File: config.mk
export PLATFORM = sky130hd
export DESIGN_NAME = uart_rx_unit
export DESIGN_NICKNAME = d
export VERILOG_FILES = /design/src/rtl/uart_pkg.sv /design/src/rtl/uart_baud_tick.sv /design/src/rtl/uart_rx_unit.sv
export SDC_FILE = /design/constraint.sdc
export NUM_CORES = 1
export LEC_CHECK = 0
export CORE_MARGIN = 2
export CORE_UTILIZATION = 57
export DETAILED_ROUTE_END_ITERATION = 8
export GPL_ROUTABILITY_DRIVEN = 0
export PLACE_DENSITY = 0.83
export SLEW_MARGIN = 30
export SYNTH_ARGS = -nofsm -noshare
export SYNTH_HDL_FRONTEND = slang
export SYNTH_HIERARCHICAL = 1
export SYNTH_SLANG_ARGS = --single-unit
File: constraint.sdc
create_clock -name clk -period 3.3 [get_ports clk]
set_clock_uncertainty 0.15 [all_clocks]
set_input_delay 0.99 -clock clk [delete_from_list [all_inputs] [get_ports clk]]
set_output_delay 0.99 -clock clk [all_outputs]
set_load 0.05 [all_outputs]
File: src/rtl/uart_pkg.sv
// Shared definitions for the UART receive path (and later the transmit path).
// Contents:
//   rx_state_t - receiver FSM states
//   OS_MID     - oversample index at the middle of a bit (start-bit check)
//   OS_LAST    - oversample index at which data and stop bits are sampled
//   NBITS      - data bits per frame
//   baud_div() - system clocks per oversample tick
package uart_pkg;

  typedef enum logic [1:0] {
    IDLE  = 2'd0,
    START = 2'd1,
    DATA  = 2'd2,
    STOP  = 2'd3
  } rx_state_t;

  localparam logic [3:0] OS_MID  = 4'd7;
  localparam logic [3:0] OS_LAST = 4'd15;
  localparam int         NBITS   = 8;

  // Clocks per 1/16-bit tick, integer division. Callers must keep the result >= 2.
  function automatic int baud_div(input int clk_hz, input int baud);
    return clk_hz / (baud * 16);
  endfunction

endpackage

File: src/rtl/uart_baud_tick.sv
// Oversample tick generator.
// Ports:
//   clk   in  system clock
//   rst_n in  asynchronous reset, active low
//   clr   in  holds the counter at zero while high
//   tick  out one-cycle strobe every DIV clocks after clr is released
module uart_baud_tick #(
  parameter int DIV = 2
) (
  input  logic clk,
  input  logic rst_n,
  input  logic clr,
  output logic tick
);

  localparam int             CW   = $clog2(DIV);
  localparam logic [CW-1:0]  LAST = CW'(DIV - 1);

  logic [CW-1:0] r_cnt;

  assign tick = (r_cnt == LAST) && !clr;

  always_ff @(posedge clk or negedge rst_n) begin
    if (!rst_n) begin
      r_cnt <= '0;
    end else if (clr || tick) begin
      r_cnt <= '0;
    end else begin
      r_cnt <= r_cnt + 1'b1;
    end
  end

endmodule

File: src/rtl/uart_rx_unit.sv
// UART 8N1 receiver feeding operand bytes to the ID stage.
// Ports:
//   clk       in  system clock
//   rst_n     in  asynchronous reset, active low
//   UART_RX   in  raw serial line, idle high, asynchronous to clk
//   rx_data   out last accepted byte, held until the next accepted byte
//   signal    out one-cycle strobe: rx_data/flag updated this cycle
//   flag      out operand slot of rx_data (0 = operand 1, 1 = operand 2)
//   frame_err out one-cycle strobe: stop bit sampled low, byte discarded
//
// Output protocol: signal and frame_err are single-cycle strobes with no
// ready/backpressure. The consumer must capture rx_data/flag in the cycle
// signal is high; they stay stable until the next accepted byte, which comes
// at the earliest 160*DIV cycles later. The two strobes are never high together.
module uart_rx_unit
  import uart_pkg::*;
#(
  parameter int CLK_HZ = 100_000_000,
  parameter int BAUD   = 9600,
  parameter int OS     = 16
) (
  input  logic       clk,
  input  logic       rst_n,
  input  logic       UART_RX,
  output logic [7:0] rx_data,
  output logic       signal,
  output logic       flag,
  output logic       frame_err
);

  localparam int DIV = baud_div(CLK_HZ, BAUD);

  logic                    r_sync1;
  logic                    r_sync2;
  logic                    r_prev;
  rx_state_t               r_state;
  logic [$clog2(OS)-1:0]   r_os_cnt;
  logic [2:0]              r_bit_cnt;
  logic [NBITS-1:0]        r_shift;
  logic                    r_idx;
  logic [7:0]              r_rx_data;
  logic                    r_flag;
  logic                    r_signal;
  logic                    r_frame_err;

  logic w_line;
  logic w_fall;
  logic w_tick;
  logic w_tick_clr;

  assign w_line     = r_sync2;
  assign w_fall     = r_prev && !r_sync2;
  // Holding the divider cleared in IDLE makes the first tick land exactly
  // DIV cycles after start detection, so all sample points are frame-relative.
  assign w_tick_clr = (r_state == IDLE);

  uart_baud_tick #(
    .DIV (DIV)
  ) u_tick (
    .clk   (clk),
    .rst_n (rst_n),
    .clr   (w_tick_clr),
    .tick  (w_tick)
  );

  // Two-flop synchronizer plus one history flop for edge detection.
  always_ff @(posedge clk or negedge rst_n) begin
    if (!rst_n) begin
      r_sync1 <= 1'b1;
      r_sync2 <= 1'b1;
      r_prev  <= 1'b1;
    end else begin
      r_sync1 <= UART_RX;
      r_sync2 <= r_sync1;
      r_prev  <= r_sync2;
    end
  end

  always_ff @(posedge clk or negedge rst_n) begin
    if (!rst_n) begin
      r_state     <= IDLE;
      r_os_cnt    <= '0;
      r_bit_cnt   <= '0;
      r_shift     <= '0;
      r_idx       <= 1'b0;
      r_rx_data   <= 8'h00;
      r_flag      <= 1'b0;
      r_signal    <= 1'b0;
      r_frame_err <= 1'b0;
    end else begin
      r_signal    <= 1'b0;
      r_frame_err <= 1'b0;
      case (r_state)
        IDLE: begin
          // Edge-triggered: a line stuck low (break) cannot restart a frame.
          if (w_fall) begin
            r_state   <= START;
            r_os_cnt  <= '0;
            r_bit_cnt <= '0;
          end
        end
        START: begin
          if (w_tick) begin
            if (r_os_cnt == OS_MID) begin
              r_state   <= w_line ? IDLE : DATA;
              r_os_cnt  <= '0;
              r_bit_cnt <= '0;
            end else begin
              r_os_cnt <= r_os_cnt + 1'b1;
            end
          end
        end
        DATA: begin
          if (w_tick) begin
            if (r_os_cnt == OS_LAST) begin
              r_shift  <= {w_line, r_shift[NBITS-1:1]};
              r_os_cnt <= '0;
              if (r_bit_cnt == 3'(NBITS - 1)) begin
                r_state   <= STOP;
                r_bit_cnt <= '0;
              end else begin
                r_bit_cnt <= r_bit_cnt + 1'b1;
              end
            end else begin
              r_os_cnt <= r_os_cnt + 1'b1;
            end
          end
        end
        STOP: begin
          if (w_tick) begin
            if (r_os_cnt == OS_LAST) begin
              if (w_line) begin
                r_rx_data <= r_shift;
                r_flag    <= r_idx;
                r_idx     <= ~r_idx;
                r_signal  <= 1'b1;
              end else begin
                r_frame_err <= 1'b1;
              end
              r_state   <= IDLE;
              r_os_cnt  <= '0;
              r_bit_cnt <= '0;
            end else begin
              r_os_cnt <= r_os_cnt + 1'b1;
            end
          end
        end
        default: begin
          r_state <= IDLE;
        end
      endcase
    end
  end

  assign rx_data   = r_rx_data;
  assign signal    = r_signal;
  assign flag      = r_flag;
  assign frame_err = r_frame_err;

endmodule

After elaboration in Yosys (flattened, before gate mapping) --
Cells that the tools add are included.
Word-level totals: bits in registers 42, input bits 3, output and inout bits 11
Cells by class: $add $sub $neg 3, equality and inequality tests 16, multiplexer cells 34, bitwise gates (word level) 1, reductions and logical operators 12
Operator list (number):
- $mux 3 | 8
- $mux 4 | 5
- $mux 2 | 9
- $pmux 3 s4 | 1
- $pmux 4 s3 | 1
- $add 10x1->10 const B | 1
- $eq 10x10->1 const B | 1
- $mux 10 | 1
- $ne 2x2->1 const B | 5
- $mux 1 | 8
- $ne 2x1->1 const B | 4
- $pmux 2 s4 | 1
- $reduce_and 8->1 | 1
- $reduce_and 7->1 | 1
- $reduce_and 3->1 | 2
- $add 4x1->4 const B | 1
- $eq 2x2->1 const B | 2
- $eq 4x3->1 const B | 1
- $eq 4x4->1 const B | 1
- $reduce_and 4->1 | 1
- $add 3x1->3 const B | 1
- $eq 3x3->1 const B | 1
- $eq 2x1->1 const B | 1
- $logic_and 1x1->1 | 2
- 5 further kinds | 6

Logic depth before layout (Yosys ltp) --
Gate-level depths: netlist of run 1.
depth after elaboration 5, mapped depth 9, gate-level depth less buffers 8

Modules after synthesis --
Netlist of run 1, hierarchy kept.
Modules (own cells, without submodules):
- uart_rx_unit | times used 1, cells each 103, area an instance 1383.8 µm², seq. area each 804.5 µm²
- uart_baud_tick | times used 1, cells each 50, area an instance 508.0 µm², seq. area each 250.2 µm²

Worst setup path after synthesis of run 1 --
OpenSTA, ideal clock, no wires.
path type register to register, start point register u_tick.r_cnt[0], end point register r_shift[0], setup time 125 ps, arrival 2132 ps, required time 3025 ps, setup slack 893 ps, cell stages (with the launch flop) 10, path buffers 1, period minus slack after synthesis 2407 ps, path through dfrtp_1 inv_1 ha_1 nor4b_1 nand4_1 nor2_1 and4_1 and3_1 buf_2 mux2_2
On the way: longest elaborated chain between the ends 3
Ends and longest elaborated chain:
- from (decl) | line uart_baud_tick.sv:19 | logic [CW-1:0] r_cnt;
- from (signal assigned) | line uart_baud_tick.sv:29 | r_cnt <= r_cnt + 1'b1;
- $eq 10x10->1 | line uart_baud_tick.sv:21 | assign tick = (r_cnt == LAST) && !clr;
- $logic_and 1x1->1 | line uart_baud_tick.sv:21
- net w_tick | line uart_rx_unit.sv:48 | logic w_tick;
- $reduce_and 3->1 (no line)
- to (signal assigned) | line uart_rx_unit.sv:116 | r_shift <= {w_line, r_shift[NBITS-1:1]};
- to (decl) | line uart_rx_unit.sv:39 | logic [NBITS-1:0] r_shift;
The timed path passes the listed nets, and every way through them passes these cells. A chain may end at the register's enable or synchronous reset.

Worst setup path in the final report of run 1 --
start point register u_tick.r_cnt[0], end point register r_shift[3]
Same word-level chain as after synthesis.

==> results of run 1 <==
-- per-stage QoR --
stage	hold slack (ns)	instances	worst slack [ns]	total power [mW]	cell area, um^2
after floorplan	0.1952	153	0.8934	0.6844	1892
after global placement	0.1988	205	0.6809	0.7129	2051
after detailed placement	0.2019	205	0.5017	0.7211	2051
after CTS	0.2108	213	0.4627	0.9710	2106
after global routing	0.2232	213	0.2101	1.015	2108
final	0.2115	213	0.4514	0.9564	2108
-- where the power goes --
part           leakage, nW  switching, mW  internal [mW]
Clock               0.0322          0.162         0.0837
Combinational        0.383         0.0661         0.0460
Sequential           0.566         0.0492          0.549
Total                0.982          0.278          0.679
-- sequential cells by signal, indices dropped and copies added (netlist names), named ones only --
register,flops
u_tick/r_cnt,10
r_shift,8
rx_data,8
r_os_cnt,4
r_bit_cnt,3
flag,1
frame_err,1
r_idx,1
r_prev,1
r_state,1
r_sync1,1
r_sync2,1
signal,1
-- worst max-delay path: stages (launching register included) --
cell,delay [ns]
sky130_fd_sc_hd__dfrtp_1,0.43
sky130_fd_sc_hd__inv_1,0.07
sky130_fd_sc_hd__ha_1,0.13
sky130_fd_sc_hd__nor4b_1,0.39
sky130_fd_sc_hd__nand4_1,0.14
sky130_fd_sc_hd__nor2_1,0.35
sky130_fd_sc_hd__and4_1,0.29
sky130_fd_sc_hd__and3_1,0.40
sky130_fd_sc_hd__mux2_2,0.40
-- Yosys cell counts, types with 2 or more instances --
master / n / share of area, %
sky130_fd_sc_hd__dfrtp_1: 39 / 52
sky130_fd_sc_hd__dfstp_2: 3 / 4.2
sky130_fd_sc_hd__inv_1: 5 / 0.99
sky130_fd_sc_hd__nor4b_1: 2 / 0.93
sky130_fd_sc_hd__ha_1: 5 / 3.3
sky130_fd_sc_hd__nand4_1: 6 / 2.0
sky130_fd_sc_hd__mux2_2: 15 / 8.9
sky130_fd_sc_hd__buf_2: 5 / 1.3
sky130_fd_sc_hd__or3_1: 3 / 0.99
sky130_fd_sc_hd__nand2_1: 6 / 1.2
sky130_fd_sc_hd__a21oi_1: 5 / 1.3
sky130_fd_sc_hd__o21ai_0: 6 / 1.6
sky130_fd_sc_hd__nor3b_1: 2 / 0.79
sky130_fd_sc_hd__xor2_1: 2 / 0.93
sky130_fd_sc_hd__nor2_1: 8 / 1.6
sky130_fd_sc_hd__mux2_1: 5 / 3.0
sky130_fd_sc_hd__xnor2_1: 2 / 0.93
sky130_fd_sc_hd__and3_1: 3 / 0.99
sky130_fd_sc_hd__nand3_1: 9 / 2.4
-- area by class of cell --
cell class | count | area, um^2
flip-flops and latches | 42 | 1055
fillers | 263 | 994.7
multi-input cells | 100 | 789.5
repair buffers | 14 | 135.1
well taps | 44 | 55.05
clock buffers | 6 | 41.29
inverters | 5 | 18.77
clock inverters | 2 | 13.76
-- cells by family (layout without fill, tap and decap cells) --
family	Yosys count	after routing	synth area share, %
AND/OR/NAND/NOR	49	49	15.81
XOR/XNOR	4	4	1.852
multiplexers	20	20	11.90
AO/OA/AOI/OAI	22	22	8.863
flip-flops	42	42	55.75
buffers and inverters	11	27	2.513
adder cells (fa/ha/maj)	5	5	3.307
-- how the worst min path moves through the flow --
stage / start / end / slack [ns] / cells after the start
after floorplan: r_sync1 / r_sync2 / 0.20 / 0
after global placement: r_sync1 / r_sync2 / 0.20 / 0
after detailed placement: r_sync1 / r_sync2 / 0.20 / 0
after CTS: r_sync1 / r_sync2 / 0.21 / 0
after global routing: r_sync1 / r_sync2 / 0.22 / 0
final: r_sync1 / r_sync2 / 0.21 / 0
-- routing by layer --
layer,up-vias,routed length (um),global-route usage (%)
li1,597,-,-
met1,626,1485,27.07
met2,19,1557,31.28
met3,6,138,6.723
met4,0,50,7.599
met5,-,0,0
==> run_results.csv, run 1 <==
group,metric,value,unit
outcome,run_status,"complete, no violations",
placed_design,place_hpwl,2.217,mm
synthesis,synth_cell_types,41,
worst_setup_path,crit_required,3.40,ns
hold_path,hold_path_class,"register to register",
detailed_routing,number_of_remaining_drc_errors,0,
timing,rsz0062_at_grt,"false",
timing,setup_viol,0,
synthesis,synth_edf_count,0,
cts,tritoncts_num_sinks,42,
timing,final.setup.tns,0,ns
worst_setup_path,crit_arrival,2.94,ns
run,max_cap_violations,0,
final_layout,insertedDiodeCount,0,
placed_design,count_of_input_and_output_buffers,13,
final_layout,top_library_cells_by_usage_in_the_layout_fill_and_taps_aside,"sky130_fd_sc_hd__dfrtp_1, sky130_fd_sc_hd__mux2_2, sky130_fd_sc_hd__clkdlybuf4s50_1",
global_route,track_usage,20.36,%
global_route,grt_first_pass_wirelength,5.582,mm
detailed_routing,initialDrtViolationCount,106,
power_and_ir_drop,ir_drop,0.3613,mV
synthesis,synth.cell_area,0.001892,mm^2
timing,maxSlewViolCount,0,
synthesis,postSynthAreaPerCell,12.36,um^2
detailed_routing,avgRoutedWirePerCell,15.17,um
timing,fin_crit,2.849,ns
cts,ctsRootBufferMaster,"sky130_fd_sc_hd__clkbuf_4",
cts,insertion_delay,0.36,ns
global_route,gr-total-overflow,0,
cts,clock_slew_seen_by_the_registers_of_the_worst_setup_and_hold_paths,0.12,ns
worst_setup_path,crit_end,"r_shift[3]",
floorplanning,chipWidth,61.61,um
timing,maxClockFrequency,0.3510,GHz
cts,tritoncts,"done",
final_layout,layout_commonest_cell,"sky130_fd_sc_hd__dfrtp_1",
worst_setup_path,worst-path-max-fanout,8,
final_layout,area_added_between_synthesis_and_finish,11.44,%
synthesis,syn_nets,161,
floorplanning,rows,20,
floorplanning,effective_utilization_at_floorplan,60.97,%
detailed_routing,via_per_inst,5.859,
worst_setup_path,reg2reg_from,"u_tick/r_cnt[0]",
power_and_ir_drop,standby_leakage_power,0.9816,nW
floorplanning,floorplan.io_pins,14,
detailed_routing,route.antenna.remaining_nets,0,
final_layout,proportion_of_layout_cells_with_a_drive_suffix_above_1,20.12,%
synthesis,synth.yosys.seq_area_share,55.75,%
timing,slew-limit-headroom,65.11,%
cts,post_cts_sizing,0,
global_route,initial_antenna_violation_count,0,
cts,cts-buffers-inserted,5,
cts,post_cts_buffers,0,
final_layout,finished_core_util,67.94,%
synthesis,async_reset_ff_share,100.0,%
global_route,grt_max_degree,43,
worst_setup_path,launching_element_of_the_worst_setup_path,"u_tick/r_cnt[0]",
detailed_routing,routed_wl,3.231,mm
timing,final_min_period_over_clock_period,86.32,%
cts,post_cts_hold_buffer_count,0,
worst_setup_path,reg2reg_to,"r_shift[3]",
power_and_ir_drop,cellPowerDensity,453.6,mW/mm^2
timing,tightest_slew,0.5199,ns
synthesis,syn-instance-count,153,
floorplanning,die_area,0.003796,mm^2
worst_setup_path,reg2reg_depth,8,
final_layout,layout.nets,176,
worst_setup_path,criticalPathCategory,"register to register",
cts,ctsHtreeMaxLevel,2,
worst_setup_path,setup.reg_to_reg.worst_slack,0.45,ns
worst_setup_path,worstSetupEndpointType,"register",
detailed_routing,vias,1248,
timing,timing.final.hold_violations,0,
detailed_routing,drt-pass1-iter-count,4,
synthesis,ys_seq_elements,42,
floorplanning,placeableCoreArea,0.003103,mm^2
synthesis,ys.flop_type,"sky130_fd_sc_hd__dfrtp_1",
synthesis,ys_warn_count,6,
worst_setup_path,crit_path_start_kind,"register",
cts,clock_tree.buffer_depth,2,
floorplanning,dieHeight,61.61,um
global_route,first_global_vias,1195,
Note: power is estimated with default switching activity, not from simulation.
==> run 2: changes to the inputs <==
--- a/config.mk
+++ b/config.mk
@@ -9,7 +9,10 @@
 export CORE_UTILIZATION = 57
 export DETAILED_ROUTE_END_ITERATION = 8
 export GPL_ROUTABILITY_DRIVEN = 0
+export GPL_TIMING_DRIVEN = 0
 export PLACE_DENSITY = 0.83
+export RECOVER_POWER = 100
+export REMOVE_ABC_BUFFERS = 1
 export SLEW_MARGIN = 30
 export SYNTH_ARGS = -nofsm -noshare
 export SYNTH_HDL_FRONTEND = slang
==> run 2 against run 1 <==
Clock power rose by 6%. First-iteration DRC count fell by 58%. Power rose by 2.0%. Die area did not move. Critical endpoint is now rx_data[7]. Largest cell class unchanged.
==> run_results.csv, run 2 (synthesis results as in run 1) <==
group,metric,value,unit
cts,tritoncts,"done",
final_layout,finished_core_util,67.94,%
floorplanning,dieHeight,61.61,um
cts,post_cts_sizing,0,
worst_setup_path,reg2reg_to,"rx_data[7]",
worst_setup_path,worstSetupEndpointType,"register",
timing,timing.final.hold_violations,0,
detailed_routing,drt-pass1-iter-count,4,
worst_setup_path,crit_path_start_kind,"register",
cts,post_cts_buffers,0,
final_layout,area_added_between_synthesis_and_finish,11.44,%
worst_setup_path,crit_required,3.38,ns
detailed_routing,route.antenna.remaining_nets,0,
cts,clock_tree.buffer_depth,2,
final_layout,layout.nets,177,
timing,slew-limit-headroom,2.267,%
global_route,grt_first_pass_wirelength,5.678,mm
power_and_ir_drop,standby_leakage_power,1.015,nW
final_layout,proportion_of_layout_cells_with_a_drive_suffix_above_1,17.65,%
timing,rsz0062_at_grt,"false",
worst_setup_path,crit_arrival,2.93,ns
timing,fin_crit,2.856,ns
worst_setup_path,criticalPathCategory,"register to register",
final_layout,top_register,"u_tick/r_cnt",
final_layout,final-seq-area,0.001055,mm^2
worst_setup_path,reg2reg_from,"u_tick/r_cnt[0]",
timing,final.setup.tns,0,ns
global_route,first_global_vias,1285,
timing,maxClockFrequency,0.3502,GHz
hold_path,hold_path_class,"register to register",
cts,ctsHtreeMaxLevel,2,
worst_setup_path,reg2reg_depth,9,
placed_design,place_hpwl,2.346,mm
floorplanning,die_area,0.003796,mm^2
power_and_ir_drop,cellPowerDensity,462.7,mW/mm^2
worst_setup_path,setup.reg_to_reg.worst_slack,0.44,ns
cts,cts-buffers-inserted,5,
detailed_routing,initialDrtViolationCount,45,
global_route,track_usage,20.40,%
final_layout,multi_input_area,789.5,um^2
floorplanning,floorplan.io_pins,14,
worst_setup_path,worst-path-max-fanout,11,
cts,post_cts_hold_buffer_count,0,
floorplanning,chipWidth,61.61,um
cts,insertion_delay,0.34,ns
run,max_cap_violations,0,
cts,ctsRootBufferMaster,"sky130_fd_sc_hd__clkbuf_4",
floorplanning,effective_utilization_at_floorplan,60.97,%
hold_path,min-delay-start,"r_sync1",
detailed_routing,vias,1243,
final_layout,fillerInstances,267,
hold_path,worst_hold_path.endpoint,"r_sync2",
final_layout,layout_commonest_cell,"sky130_fd_sc_hd__dfrtp_1",
cts,tritoncts_num_sinks,42,
outcome,run_status,"complete, no violations",
timing,maxSlewViolCount,0,
timing,tightest_slew,1.466,ns
final_layout,top_library_cells_by_usage_in_the_layout_fill_and_taps_aside,"sky130_fd_sc_hd__dfrtp_1, sky130_fd_sc_hd__mux2_2, sky130_fd_sc_hd__dlygate4sd3_1",
final_layout,largest_register_ffs,10,
floorplanning,placeableCoreArea,0.003103,mm^2
detailed_routing,routed_wl,3.313,mm
floorplanning,rows,20,
global_route,grt_max_degree,29,
power_and_ir_drop,ir_drop,0.3998,mV
placed_design,count_of_input_and_output_buffers,13,
cts,clock_slew_seen_by_the_registers_of_the_worst_setup_and_hold_paths,0.11,ns
detailed_routing,via_per_inst,5.808,
final_layout,insertedDiodeCount,0,
timing,setup_viol,0,
hold_path,hold-path-cell-count,0,
detailed_routing,avgRoutedWirePerCell,15.48,um
timing,final_min_period_over_clock_period,86.53,%
global_route,gr-total-overflow,0,
detailed_routing,number_of_remaining_drc_errors,0,
global_route,initial_antenna_violation_count,0,
==> run 2: per-layer routing <==
layer,track usage [%],share of wire (%)
met1,24.97,45
met5,0,0
met3,5.672,3.5
met4,6.991,0.88
met2,34.74,50
==> run 2: power by group <==
part           total (mW)  internal [mW]  switching [mW]
registers           0.601          0.549          0.0522
logic               0.115         0.0466          0.0682
clock network       0.260          0.105           0.155
==> run 2: final cells by class <==
| type | instances | area share, % |
|---|---|---|
| Multi-Input combinational cell | 100 | 37.45 |
| Clock buffer | 8 | 2.789 |
| Inverter | 5 | 0.8902 |
| Timing Repair Buffer | 15 | 6.231 |
| Sequential cell | 42 | 50.03 |
| Tap cell | 44 | 2.611 |
==> run 2: how the worst max path moves through the flow <==
stage,start,endpoint,slack [ns],depth (start not counted)
after detailed placement,u_tick/r_cnt[0],rx_data[7],0.27,8
after global routing,u_tick/r_cnt[0],rx_data[7],0.19,9
after floorplan,u_tick/r_cnt[0],rx_data[0],0.74,8
after global placement,rst_n,rx_data[4],0.11,1
after CTS,u_tick/r_cnt[0],rx_data[7],0.21,8
final,u_tick/r_cnt[0],rx_data[7],0.44,9
==> run 2: critical path: stages (launching register included) <==
cell                       delay (ns)
sky130_fd_sc_hd__dfrtp_1         0.43
sky130_fd_sc_hd__inv_1           0.07
sky130_fd_sc_hd__ha_1            0.14
sky130_fd_sc_hd__nor4b_1         0.37
sky130_fd_sc_hd__nand4_1         0.14
sky130_fd_sc_hd__nor2_1          0.33
sky130_fd_sc_hd__and4_1          0.30
sky130_fd_sc_hd__nand4_1         0.10
sky130_fd_sc_hd__clkbuf_1        0.31
sky130_fd_sc_hd__mux2_1          0.40
==> run 2: per-stage QoR <==
| step | power, mW | worst slack [ns] | std cells | instance area (um^2) | hold slack (ns) |
|---|---|---|---|---|---|
| final | 0.9756 | 0.4444 | 214 | 2108 | 0.2183 |
| after detailed placement | 0.7286 | 0.2750 | 205 | 2063 | 0.1984 |
| after CTS | 0.9882 | 0.2091 | 213 | 2122 | 0.2139 |
| after floorplan | 0.6808 | 0.7413 | 147 | 1863 | 0.1952 |
| after global routing | 1.032 | 0.1933 | 214 | 2108 | 0.2214 |
| after global placement | 0.7149 | 0.1140 | 204 | 2048 | 0.1972 |
==> run 3: changes to the inputs <==
--- a/config.mk
+++ b/config.mk
@@ -5,8 +5,11 @@
 export SDC_FILE = /design/constraint.sdc
 export NUM_CORES = 1
 export LEC_CHECK = 0
+export ABC_AREA = 1
+export CELL_PAD_IN_SITES_DETAIL_PLACEMENT = 1
+export CELL_PAD_IN_SITES_GLOBAL_PLACEMENT = 2
 export CORE_MARGIN = 2
-export CORE_UTILIZATION = 57
+export CORE_UTILIZATION = 36
 export DETAILED_ROUTE_END_ITERATION = 8
 export GPL_ROUTABILITY_DRIVEN = 0
 export GPL_TIMING_DRIVEN = 0
==> run 3 against run 2 <==
Area after synthesis rose by 7.0%. Clock-buffer cell count decreased by 2. Largest cell class unchanged. Clock power increased by 52%. Synthesized cell count up 46%. Global-route usage decreased by 6.6 points. Die area up 64%. Wire length increased by 13%. Hold slack better by 0.0038 ns. Sequential share of layout area fell by 2.9 points.
==> run_results.csv, run 3 <==
group,metric,value,unit
outcome,run_status,"complete, no violations",
global_route,grt_first_pass_wirelength,6.824,mm
cts,ctsRootBufferMaster,"sky130_fd_sc_hd__clkbuf_8",
detailed_routing,drt-pass1-iter-count,4,
power_and_ir_drop,cellPowerDensity,570.7,mW/mm^2
cts,tritoncts_num_sinks,42,
global_route,grt_max_degree,43,
detailed_routing,number_of_remaining_drc_errors,0,
detailed_routing,via_per_inst,4.538,
global_route,first_global_vias,1527,
timing,maxSlewViolCount,0,
worst_setup_path,path_delay_family,"buffers and inverters",
worst_setup_path,criticalPathCategory,"register to primary output",
worst_setup_path,worstSetupEndpointType,"primary output",
worst_setup_path,reg2reg_from,"u_tick/r_cnt[0]",
worst_setup_path,critical_path.max_stage_delay,0.88,ns
synthesis,synth_top_area_share,48.21,%
synthesis,syn-instance-count,223,
detailed_routing,routed_wl,3.756,mm
placed_design,count_of_input_and_output_buffers,13,
synthesis,synth_edf_count,0,
synthesis,ys_warn_count,6,
floorplanning,dieHeight,78.99,um
final_layout,layout_commonest_cell,"sky130_fd_sc_hd__nand2_1",
detailed_routing,initialDrtViolationCount,58,
synthesis,yosys.cell_count.top_type,"sky130_fd_sc_hd__nand2_1",
final_layout,top_register,"u_tick/r_cnt",
hold_path,min-delay-start,"r_sync1",
power_and_ir_drop,power,1.278,mW
timing,fin_crit,2.665,ns
timing,slew-limit-headroom,29.15,%
hold_path,worst_hold_path.endpoint,"r_sync2",
global_route,track_usage,13.80,%
timing,tightest_slew,1.063,ns
synthesis,cell_taking_the_most_area_after_synthesis,"sky130_fd_sc_hd__dfrtp_1",
cts,post_cts_hold_buffer_count,0,
floorplanning,placeableCoreArea,0.005473,mm^2
worst_setup_path,crit_required,2.16,ns
global_route,initial_antenna_violation_count,0,
detailed_routing,route.antenna.remaining_nets,0,
worst_setup_path,setup.reg_to_reg.worst_slack,0.92,ns
detailed_routing,vias,1425,
hold_path,hold_path_class,"register to register",
run,max_cap_violations,0,
placed_design,dp_cells,306,
floorplanning,chipWidth,78.99,um
floorplanning,die_area,0.006239,mm^2
worst_setup_path,reg2reg_depth,13,
final_layout,proportion_of_layout_cells_with_a_drive_suffix_above_1,10.33,%
global_route,gr-total-overflow,0,
synthesis,netlist_top_cells_count,"sky130_fd_sc_hd__nand2_1, sky130_fd_sc_hd__dfrtp_1, sky130_fd_sc_hd__inv_1",
cts,tritoncts,"done",
timing,timing.final.hold_violations,0,
final_layout,largest_register_ffs,10,
placed_design,place_hpwl,2.707,mm
timing,maxClockFrequency,0.3752,GHz
final_layout,final_area,0.002240,mm^2
final_layout,top_library_cells_by_usage_in_the_layout_fill_and_taps_aside,"sky130_fd_sc_hd__nand2_1, sky130_fd_sc_hd__dfrtp_1, sky130_fd_sc_hd__inv_1",
cts,insertion_delay,0.28,ns
timing,layout_setup_ws,0.6351,ns
worst_setup_path,crit_path_start_kind,"register",
final_layout,layout.nets,249,
floorplanning,rows,27,
final_layout,layoutNonFillerInstCount,314,
hold_path,hold-path-cell-count,0,
synthesis,top_area_cells_in_the_synthesized_netlist,"sky130_fd_sc_hd__dfrtp_1, sky130_fd_sc_hd__nand2_1, sky130_fd_sc_hd__o21ai_2, sky130_fd_sc_hd__inv_1, sky130_fd_sc_hd__dfstp_2",
placed_design,post-place-ws,0.9640,ns
detailed_routing,avgRoutedWirePerCell,11.96,um
floorplanning,floorplan.io_pins,14,
synthesis,postSynthAreaPerCell,9.078,um^2
synthesis,async_reset_ff_share,100.0,%
worst_setup_path,crit_arrival,1.52,ns
cts,post_cts_sizing,0,
synthesis,synth.cell_area,0.002024,mm^2
synthesis,ys_seq_elements,42,
floorplanning,effective_utilization_at_floorplan,36.99,%
placed_design,placedInstanceArea,0.002220,mm^2
synthesis,ys.flop_type,"sky130_fd_sc_hd__dfrtp_1",
cts,post_cts_buffers,0,
synthesis,synth.yosys.seq_area_share,52.10,%
cts,clock_slew_seen_by_the_registers_of_the_worst_setup_and_hold_paths,0.08,ns
worst_setup_path,worst-path-max-fanout,2,
cts,cts-buffers-inserted,5,
cts,clock_tree.buffer_depth,2,
power_and_ir_drop,standby_leakage_power,1.118,nW
cts,ctsHtreeMaxLevel,2,
worst_setup_path,cpMaxStageDelayCell,"sky130_fd_sc_hd__dlygate4sd3_1",
final_layout,area_added_between_synthesis_and_finish,10.63,%
worst_setup_path,crit_path_cell_trace,"dlygate4sd3_1",
timing,rsz0062_at_grt,"false",
timing,final_min_period_over_clock_period,80.76,%
final_layout,insertedDiodeCount,0,
power_and_ir_drop,ir_drop,0.3533,mV
worst_setup_path,buffers_plus_inverters_on_the_worst_setup_path,1,
synthesis,synth_cell_types,26,
timing,setup_viol,0,
worst_setup_path,path_depth,1,
==> run 3: cell types whose count changed in the layout (fill, tap and decap cells not counted), moves of 5 or more <==
cell / before / now
sky130_fd_sc_hd__nor2_1: 8 / 23
sky130_fd_sc_hd__nand2_1: 6 / 63
sky130_fd_sc_hd__inv_1: 5 / 28
sky130_fd_sc_hd__clkbuf_4: 5 / 0
sky130_fd_sc_hd__nor2_2: 0 / 5
sky130_fd_sc_hd__mux2_1: 5 / 0
sky130_fd_sc_hd__mux2_2: 15 / 0
sky130_fd_sc_hd__o21ai_0: 7 / 18
sky130_fd_sc_hd__inv_2: 0 / 5
==> run 3: final cells by class <==
class	instances	area, um^2
clock buffers	6	72.57
clock inverters	2	37.54
well taps	72	90.09
fillers	673	3233
repair buffers	13	125.1
inverters	33	123.9
multi-input cells	146	735.7
flip-flops and latches	42	1055
==> run 3: cell families (layout without fill, tap and decap cells) <==
kind of cell | Yosys count | after routing | synth area share, %
flip-flops | 42 | 42 | 52.10
AND/OR/NAND/NOR | 110 | 110 | 25.46
AO/OA/AOI/OAI | 25 | 25 | 9.518
XOR/XNOR | 6 | 6 | 2.596
adder cells (fa/ha/maj) | 5 | 5 | 3.090
buffers and inverters | 35 | 54 | 7.231
==> run 3: per-layer routing <==
| layer | up-vias | part of all wire [%] | GRT usage (%) |
|---|---|---|---|
| li1 | 729 | - | - |
| met1 | 685 | 50 | 18.47 |
| met2 | 9 | 48 | 22.46 |
| met3 | 2 | 1.5 | 2.727 |
| met4 | 0 | 0.77 | 4.655 |
| met5 | - | 0 | 0 |
==> run 3: metrics by stage <==
step           setup TNS [ns]  hold slack, ns  utilization, %
5_1_grt                     0          0.2280           40.92
2_1_floorplan               0          0.1952               -
3_3_place_gp           -3.234          0.1975           40.60
4_1_cts                     0          0.2176           42.57
6_report                    0          0.2221           40.92
3_5_place_dp                0          0.2055           40.56
==> run 3: where the power goes <==
group          internal (mW)  switching [mW]  leakage, nW
sequential             0.558          0.0590        0.569
clock                  0.226           0.170       0.0514
combinational         0.0772           0.188        0.498
==> run 3: how the worst max path moves through the flow <==
stage / startpoint / endpoint / slack (ns)
after floorplan: u_tick/r_cnt[0] / register / 1.28
after global placement: rst_n / r_bit_cnt[0] / -0.09
after detailed placement: u_tick/r_cnt[0] / r_idx / 0.96
after CTS: rx_data[6] / rx_data[6] / 0.68
after global routing: u_tick/r_cnt[0] / r_shift[0] / 0.54
final: rx_data[0] / rx_data[0] / 0.64
